### src/rtl/pueo_trig_rec_pkg.sv
// Shared types and widths for the beam trigger recorder.
package pueo_trig_rec_pkg;

  localparam int META_WIDTH  = 8;
  localparam int COUNT_WIDTH = 16;

  typedef enum logic [1:0] {
    DISABLED = 2'd0,
    ARMED    = 2'd1,
    HOLDOFF  = 2'd2
  } trig_rec_state_t;

endpackage

### src/rtl/trig_rec_fifo.sv
// First-word-fall-through record FIFO; output reads zero while empty.
module trig_rec_fifo #(
  parameter int DEPTH = 16,
  parameter int WIDTH = 32
) (
  input  logic             clk_i,
  input  logic             rstn_i,
  input  logic             wr_i,
  input  logic [WIDTH-1:0] din_i,
  output logic             full_o,
  output logic [WIDTH-1:0] dout_o,
  output logic             valid_o,
  input  logic             rd_i
);

  localparam int AW = $clog2(DEPTH);
  localparam int CW = AW + 1;
  localparam logic [CW-1:0] CNT_FULL = CW'(DEPTH);
  localparam logic [CW-1:0] CNT_LAST = CW'(DEPTH - 1);

  logic [AW-1:0]    wr_ptr_q, wr_ptr_d;
  logic [AW-1:0]    rd_ptr_q, rd_ptr_d;
  logic [CW-1:0]    count_q, count_d;
  logic [WIDTH-1:0] mem_q [DEPTH];
  logic             do_wr, do_rd;

  always_comb begin
    do_wr    = wr_i && (count_q != CNT_FULL);
    do_rd    = rd_i && (count_q != '0);
    wr_ptr_d = wr_ptr_q + AW'(do_wr);
    rd_ptr_d = rd_ptr_q + AW'(do_rd);
    count_d  = count_q + CW'(do_wr) - CW'(do_rd);
  end

  always_ff @(posedge clk_i or negedge rstn_i) begin
    if (!rstn_i) begin
      wr_ptr_q <= '0;
      rd_ptr_q <= '0;
      count_q  <= '0;
    end else begin
      wr_ptr_q <= wr_ptr_d;
      rd_ptr_q <= rd_ptr_d;
      count_q  <= count_d;
    end
  end

  always_ff @(posedge clk_i) begin
    if (do_wr) mem_q[wr_ptr_q] <= din_i;
  end

  assign valid_o = (count_q != '0);
  assign dout_o  = valid_o ? mem_q[rd_ptr_q] : '0;
  // Full counts the write being presented now but never the pop in flight,
  // so a producer deciding one cycle ahead cannot overrun the buffer.
  assign full_o  = (count_q == CNT_FULL) || (wr_i && (count_q == CNT_LAST));

endmodule

### src/rtl/beam_trig_recorder.sv
// Trigger recorder: holdoff FSM, free-running timestamp, record FIFO and stats.
module beam_trig_recorder
  import pueo_trig_rec_pkg::*;
#(
  parameter int TS_WIDTH   = 24,
  parameter int FIFO_DEPTH = 16
) (
  input  logic                         clk_i,
  input  logic                         rstn_i,
  input  logic                         trig_i,
  input  logic [META_WIDTH-1:0]        meta_i,
  input  logic                         en_i,
  input  logic [7:0]                   holdoff_i,
  output logic [TS_WIDTH+META_WIDTH-1:0] rec_data_o,
  output logic                         rec_valid_o,
  input  logic                         rec_ready_i,
  output logic                         busy_o,
  output logic [COUNT_WIDTH-1:0]       trig_count_o,
  output logic [COUNT_WIDTH-1:0]       drop_count_o
);

  localparam int REC_W = TS_WIDTH + META_WIDTH;

  trig_rec_state_t        state_q, state_d;
  logic [7:0]             hcnt_q, hcnt_d;
  logic [TS_WIDTH-1:0]    ts_q, ts_d;
  logic                   wr_q, wr_d;
  logic                   drop_q, drop_d;
  logic [REC_W-1:0]       rec_q, rec_d;
  logic [COUNT_WIDTH-1:0] trig_count_q, trig_count_d;
  logic [COUNT_WIDTH-1:0] drop_count_q, drop_count_d;
  logic                   qual;
  logic                   fifo_full;

  always_ff @(posedge clk_i or negedge rstn_i) begin
    if (!rstn_i) state_q <= DISABLED;
    else         state_q <= state_d;
  end

  // Disable wins from any state; a trigger seen while ARMED is still qualified.
  always_comb begin
    state_d = state_q;
    if (!en_i) begin
      state_d = DISABLED;
    end else begin
      case (state_q)
        DISABLED: state_d = ARMED;
        ARMED:    if (trig_i && (holdoff_i != 8'd0)) state_d = HOLDOFF;
        HOLDOFF:  if (hcnt_q == 8'd1) state_d = ARMED;
        default:  state_d = DISABLED;
      endcase
    end
  end

  always_comb begin
    busy_o = (state_q == HOLDOFF);
    qual   = (state_q == ARMED) && trig_i;
  end

  always_comb begin
    ts_d = ts_q + 1'b1;
    if (!en_i)                  hcnt_d = 8'd0;
    else if (qual)              hcnt_d = holdoff_i;
    else if (state_q == HOLDOFF) hcnt_d = hcnt_q - 8'd1;
    else                        hcnt_d = hcnt_q;
    wr_d   = qual && !fifo_full;
    drop_d = qual && fifo_full;
    rec_d  = {ts_q, meta_i};
    trig_count_d = trig_count_q + COUNT_WIDTH'(wr_q);
    drop_count_d = (drop_q && (drop_count_q != '1)) ? drop_count_q + 1'b1 : drop_count_q;
  end

  always_ff @(posedge clk_i or negedge rstn_i) begin
    if (!rstn_i) begin
      hcnt_q       <= 8'd0;
      ts_q         <= '0;
      wr_q         <= 1'b0;
      drop_q       <= 1'b0;
      trig_count_q <= '0;
      drop_count_q <= '0;
    end else begin
      hcnt_q       <= hcnt_d;
      ts_q         <= ts_d;
      wr_q         <= wr_d;
      drop_q       <= drop_d;
      trig_count_q <= trig_count_d;
      drop_count_q <= drop_count_d;
    end
  end

  // Record payload carries the timestamp of the trigger cycle, not the write cycle.
  always_ff @(posedge clk_i) begin
    rec_q <= rec_d;
  end

  trig_rec_fifo #(
    .DEPTH (FIFO_DEPTH),
    .WIDTH (REC_W)
  ) u_fifo (
    .clk_i   (clk_i),
    .rstn_i  (rstn_i),
    .wr_i    (wr_q),
    .din_i   (rec_q),
    .full_o  (fifo_full),
    .dout_o  (rec_data_o),
    .valid_o (rec_valid_o),
    .rd_i    (rec_ready_i)
  );

  assign trig_count_o = trig_count_q;
  assign drop_count_o = drop_count_q;

endmodule

### config.mk
export PLATFORM = sky130hd
export DESIGN_NAME = beam_trig_recorder
export DESIGN_NICKNAME = d
export VERILOG_FILES = /design/src/rtl/pueo_trig_rec_pkg.sv /design/src/rtl/trig_rec_fifo.sv /design/src/rtl/beam_trig_recorder.sv
export SDC_FILE = /design/constraint.sdc
export NUM_CORES = 1
export LEC_CHECK = 0
export ABC_AREA = 1
export BUFFER_PORTS_ARGS = -buffer_cell sky130_fd_sc_hd__buf_2
export CAP_MARGIN = 20
export CELL_PAD_IN_SITES_DETAIL_PLACEMENT = 2
export CELL_PAD_IN_SITES_GLOBAL_PLACEMENT = 2
export CORE_UTILIZATION = 42
export DETAILED_ROUTE_END_ITERATION = 10
export MAX_ROUTING_LAYER = met4
export PLACE_DENSITY_LB_ADDON = 0.1
export SYNTH_ARGS = -nofsm -noshare
export SYNTH_HDL_FRONTEND = slang
export SYNTH_SLANG_ARGS = --single-unit
export TNS_END_PERCENT = 100
### constraint.sdc
create_clock -name clk_i -period 4.18 [get_ports clk_i]
set_clock_uncertainty 0.2 [all_clocks]
set_input_delay 0.627 -clock clk_i [delete_from_list [all_inputs] [get_ports clk_i]]
set_output_delay 0.627 -clock clk_i [all_outputs]
set_load 0.02 [all_outputs]
==> results.py, run 1 <==
metrics = {
    "routing": {
        "wl_per_cell_microns": 25.9,
        "vias": 17894,
        "drc": 0,
        "postRouteAntennaNets": 0,
        "dr.pass1.iters": 5,
        "wirelength_mm": 83.3,
        "viasPerCell": 5.57,
        "drt_iter0_markers": 1070,
    },
    "hold_path": {
        "hp-class": "in2reg",
    },
    "clocking": {
        "clock_path_buffers": 3,
        "clock_latency_ns": 0.61,
        "clock-sinks": 625,
        "post-cts-setup-buffers": 0,
        "htree_levels": 3,
        "cts_tree": "done",
        "numCtsBuffers": 70,
        "clk_pin_slew_ns": 0.06,
        "cts_root_buffer": "clkbuf_16",
    },
    "worst_setup_path": {
        "crit_path_end_kind": "output pin",
        "crit_type": "reg2out",
        "crit_required_ns": 3.35,
        "start_kind": "flop",
        "cp_max_fo": 38,
        "cp.arrival_ns": 3.04,
    },
    "global_routing": {
        "antenna_found_initial": 0,
        "grt_usage_pct": 28.6,
        "grt_pass1_wl_mm": 125,
        "grt_pass1_vias": 20154,
        "grt_remaining_overflow": 0,
        "grt_max_degree": 122,
    },
    "yosys": {
        "synth.distinct_cells": 31,
        "synthTopCellsByArea": "edfxtp_1 60%, nand2_1 12%, dfrtp_1 8.0%, nand3_1 3.9%, a21oi_1 3.3%",
        "yosysTopAreaCell": "edfxtp_1",
        "synth.top_cell.area_share_pct": 60.5,
        "syn-cell-area_sq_um": 25400,
        "synth_warnings": 0,
        "yosysSeqAreaShare_pct": 71.0,
        "synth-seq-cells": 625,
        "syn_area_per_cell_sq_um": 11.1,
        "synth_cells": 2280,
        "synth_nets": 2319,
    },
    "sta": {
        "max_freq_mhz": 259,
        "slew_headroom_pct": 38.5,
        "tightest_slew_ns": 0.923,
        "layout_min_cycle_time_ns": 3.87,
        "rsz0062_at_grt": "no",
        "fin_crit_sh_pct": 92.5,
        "hold_viol": 0,
        "slew_viol_final": 0,
        "worst_slack_ns": 0.315,
        "setup_viol": 0,
        "fin_setup_tns_ns": 0,
    },
    "pwr": {
        "vdd_drop_max_v": 0.000419,
        "p_per_area_nw_per_um2": 650,
        "p_leak_nw": 11.9,
        "finalPower_mw": 19.0,
    },
    "placed_design": {
        "dpl-instance-area_sq_um": 26900,
        "pre_cts_ws_ns": 0.991,
        "post-dp-hpwl_mm": 46.7,
        "gp_congestion": 0.788,
        "io_buffers": 86,
    },
    "cells_and_area": {
        "multiInputGateArea_sq_um": 6640,
        "final_area_sq_um": 29200,
        "antenna_cells": 0,
        "syn_to_final_growth_pct": 14.8,
        "drive_above_1_share_pct": 10.6,
        "register_area_sq_um": 18100,
        "nFillCells": 5976,
        "nets": 2425,
    },
    "die": {
        "start_util_pct": 42.8,
        "die_w_microns": 248,
        "io_pins": 87,
        "die_area_sq_um": 61500,
        "core_area_sq_um": 59400,
        "rows": 89,
        "die_h_microns": 248,
    },
    "job": {
        "maxCapViolCount": 0,
    },
    "outcome": {
        "status": "completed",
    },
}
[registers in the layout, indices dropped and copies added, names as in the netlist]
name and count:
drop_count_o 16, drop_q 1, hcnt_q 8, rec_q 32, state_q 2, trig_count_o 16, ts_q 24, u_fifo.count_q 5
u_fifo.mem_q 512, u_fifo.rd_ptr_q 4, u_fifo.wr_ptr_q 4, wr_q 1
[timing repair]
| item | CTS | global route |
|---|---|---|
| endpoints found under the hold margin | 63 | 0 |
| resized for setup | 0 | 0 |
| hold buffers | 9 | 0 |
[critical path: stages (launching register included)]
cell,delay [ns]
dfrtp_2,0.69
nand2_1,0.17
inv_2,0.34
buf_12,0.31
nand2_1,0.10
nand3_1,0.10
nand2_1,0.06
nor2_1,0.35
buf_2,0.24
[kinds of logic after synthesis]
| family | synth area share [%] |
|---|---|
| AOI/OAI and AO/OA | 4.39 |
| xor gates and xnor gates | 1.62 |
| adders and majority gates | 0.916 |
| buffers and inverters | 3.38 |
| DFF | 71.0 |
| and+or+nand+nor | 18.7 |
[cells in the final DEF, fill, tap and decap left out, types with 21 or more instances in the layout]
| cell | Yosys | layout |
|---|---|---|
| o21ai_0 | 45 | 45 |
| dfxtp_1 | 32 | 32 |
| xnor2_1 | 21 | 21 |
| dfrtp_1 | 81 | 78 |
| clkbuf_1 | 16 | 21 |
| inv_1 | 79 | 78 |
| xor2_1 | 26 | 26 |
| buf_2 | 61 | 85 |
| nand3_1 | 197 | 197 |
| buf_4 | 13 | 31 |
| clkbuf_16 | 0 | 74 |
| a21oi_1 | 166 | 166 |
| edfxtp_1 | 512 | 512 |
| nand2_1 | 829 | 829 |
| nor2_1 | 133 | 117 |
[worst paths after layout]
check	startpoint	end	slack (ns)	depth (start not counted)
worst max-delay path	u_fifo.rd_ptr_q[2]	rec_data_o[19]	0.31	8
max in group asynchronous	rstn_i	hcnt_q[6]	2.39	3
min in group asynchronous	rstn_i	wr_q	0.49	2
worst min register to register	ts_q[9]	rec_q[17]	0.24	0
worst min-delay path	en_i	state_q[0]	0.14	3
worst max register to register	u_fifo.count_q[2]	u_fifo.mem_q[7][11]	1.20	8
[routing by layer]
layer  global-route usage [%]  vias to the layer above  wire, microns
met3                     3.54                      180           3180
li1                         -                     7946              -
met5                        -                        -              0
met2                     49.1                      404          43000
met1                     34.7                     9364          34400
met4                     9.94                        0           2720
[Yosys cell counts]
master    number
clkbuf_1      16
buf_2         61
buf_4         13
fa_1           1
a21boi_0       2
nand2_2        2
nor2_2         1
ha_1          17
inv_4          1
nand3_1      197
o21ai_0       45
nand4_1       11
o22ai_1        3
nand2_1      829
edfxtp_1     512
a21oi_1      166
xnor2_1       21
buf_6          4
buf_1          9
nand3b_1       5
dfrtp_1       81
nor2_1       133
inv_2          4
nor3_2         1
xor2_1        26
dfxtp_1       32
inv_1         79
nor2_4         1
nor3_1         1
o21ai_1        5
nand3_2        1
[cell type report]
class                           count  area share [%]
Sequential cell                   625            61.9
Multi-Input combinational cell   1468            22.7
Clock buffer                      105            7.09
Timing Repair Buffer              137            3.39
Tap cell                          773            3.31
Inverter                           84            1.10
Clock inverter                     23           0.519
[report_power, final]
part | internal, mW | leakage (nW) | switching, mW
Sequential | 6.95 | 6.54 | 0.293
Combinational | 1.50 | 4.29 | 4.22
Clock | 3.49 | 1.09 | 2.51
Total | 11.9 | 11.9 | 7.03
[stage by stage]
stage	hold WS, ns	std cells	util (%)
final	0.142	3215	49.2
after global routing	0.162	3215	49.2
after CTS	0.116	3215	49.2
after detailed placement	0.233	3078	45.3
after global placement	0.226	3078	45.3
after floorplan	0.131	2280	-
(Power assumes the default switching activity.)
==> run 2, diff against run 1 <==
- PLACE_DENSITY: default -> 0.87
- PLACE_DENSITY_LB_ADDON: 0.1 -> default
==> run 2 against run 1 <==
Compared with the run above:
- the run now ends with negative hold slack left
- combinational power rose by 5.6%
- core utilization increased by 0.45 points
- count of clock-buffer cells in the layout unchanged
- global-route usage is 3.8 points higher
- flip-flop and latch count is the same
- sequential power about the same
- non-clock buffer count did not move
- routed wire length is 14% higher
- critical path type unchanged
- largest power group unchanged
==> results.py, run 2 (same netlist as run 1, synthesis figures left out) <==
metrics = {
    "outcome": {
        "status": "finished with violations",
        "violations": "negative hold slack",
    },
    "clocking": {
        "numCtsBuffers": 71,
        "htree_levels": 3,
        "clock_latency_ns": 0.62,
        "clock_path_buffers": 3,
        "clock-sinks": 625,
        "cts_tree": "done",
        "post-cts-setup-buffers": 0,
        "clk_pin_slew_ns": 0.06,
        "ctsResizeCount": 0,
        "cts_root_buffer": "clkbuf_16",
    },
    "worst_setup_path": {
        "start_kind": "flop",
        "path_cells": "inv_2 > buf_4 > nand3_1 > nand3_1 > nand3_1 > nand2_1 > nor2_1 > buf_2",
        "cp_slowest_cell": "dfrtp_2",
        "crit_required_ns": 3.35,
        "cpMostUsedCell": "nand3_1",
        "cp_max_fo": 25,
        "cp_slowest_stage_delay_ns": 0.90,
        "cp.arrival_ns": 3.32,
        "crit_path_end_kind": "output pin",
        "crit_type": "reg2out",
    },
    "global_routing": {
        "antenna_found_initial": 0,
        "grt_remaining_overflow": 0,
        "grt_usage_pct": 32.4,
        "grt_max_degree": 165,
        "grt_pass1_wl_mm": 140,
        "grt_pass1_vias": 20987,
    },
    "sta": {
        "whs_ns": -0.0323,
        "rsz0062_at_grt": "no",
        "fin_setup_tns_ns": 0,
        "slew_headroom_pct": 30.0,
        "fin_crit_sh_pct": 99.1,
        "slew_viol_final": 0,
        "hold_viol": 12,
        "max_freq_mhz": 241,
        "setup_viol": 0,
        "tightest_slew_ns": 1.05,
        "layout_min_cycle_time_ns": 4.14,
    },
    "die": {
        "die_area_sq_um": 61500,
        "die_h_microns": 248,
        "core_area_sq_um": 59400,
        "start_util_pct": 42.8,
        "die_w_microns": 248,
        "rows": 89,
        "io_pins": 87,
    },
    "routing": {
        "drc": 0,
        "dr.pass1.iters": 5,
        "wl_per_cell_microns": 29.6,
        "drt_iter0_markers": 1628,
        "postRouteAntennaNets": 0,
        "vias": 18816,
        "viasPerCell": 5.85,
        "wirelength_mm": 95.4,
    },
    "cells_and_area": {
        "regMostFlops": "u_fifo.mem_q",
        "multiInputGateArea_sq_um": 6640,
        "antenna_cells": 0,
        "layout_common_cells": "829 x nand2_1, 512 x edfxtp_1, 197 x nand3_1, 166 x a21oi_1, 117 x nor2_1",
        "final_common_cell": "nand2_1",
        "postLayoutCoreUtil_pct": 49.6,
        "nets": 2426,
        "largest_register_ffs": 512,
        "reg.largest.list": "u_fifo.mem_q x512, rec_q x32, ts_q x24",
        "syn_to_final_growth_pct": 15.9,
        "nFillCells": 5905,
        "drive_above_1_share_pct": 10.9,
        "register_area_sq_um": 18000,
    },
    "pwr": {
        "p_per_area_nw_per_um2": 681,
        "p_leak_nw": 12.0,
        "finalPower_mw": 20.1,
        "vdd_drop_max_v": 0.000442,
    },
    "placed_design": {
        "io_buffers": 86,
        "gp_congestion": 0.794,
        "post-dp-hpwl_mm": 50.9,
    },
    "hold_path": {
        "hp-class": "in2async",
    },
    "job": {
        "maxCapViolCount": 0,
    },
}
## run 2: cell count changes in the layout (fill, tap and decap cells not counted), sizes merged
cell         change
dlygate4sd3      -1
clkinv           -5
bufinv           +6
inv              +1
clkinvlp         +1
buf              +1
## run 2: metrics by stage
stage	setup slack, ns	instance area (sq um)	instances
2_1_floorplan	1.15	25400	2280
3_3_place_gp	1.00	26900	3079
3_5_place_dp	0.820	26900	3079
4_1_cts	0.112	29500	3218
5_1_grt	0.0611	29500	3218
6_report	0.0359	29500	3218
## run 2: metal layers
metal	GRT usage [%]	wire length (microns)
met4	13.0	3460
met3	4.64	5000
met1	37.8	37100
met5	-	0
met2	56.2	49800
## run 2: worst paths after layout
path                               startpoint                end  slack, ns  cells after the start
min reg2reg                          ts_q[23]          rec_q[31]       0.22                      0
max in group asynchronous              rstn_i    trig_count_o[9]       2.95                      2
max reg2reg                 u_fifo.count_q[2]  u_fifo.count_q[4]       0.98                     14
min                                    rstn_i    drop_count_o[2]      -0.03                      1
max                        u_fifo.rd_ptr_q[1]     rec_data_o[12]       0.04                      8
min in group clk_i                       en_i         state_q[0]       0.10                      3
## run 2: area by class of cell
type	instances	area share (%)
inverter	84	1.09
clock inverter	26	1.08
timing repair buffer	137	3.39
clock buffer	105	7.34
sequential	625	61.3
tap	773	3.28
multi-input combinational	1468	22.5
## run 2: worst max-delay path: cells and delay by family, from the launching register on
kind	cells	cell delay, ns
buffers and inverters	3	1.01
AND/OR/NAND/NOR	5	0.77
flip-flops	1	0.90
## run 2: power by group
group / switching, mW / internal, mW
Combinational: 4.52 / 1.52
Clock: 2.73 / 4.03
Sequential: 0.312 / 6.95
## run 2: what timing repair did
| item | in CTS | in global routing |
|---|---|---|
| hold buffers | 8 | 0 |
| hold endpoints to repair | 8 | 0 |
| setup endpoints to repair | 0 | 0 |
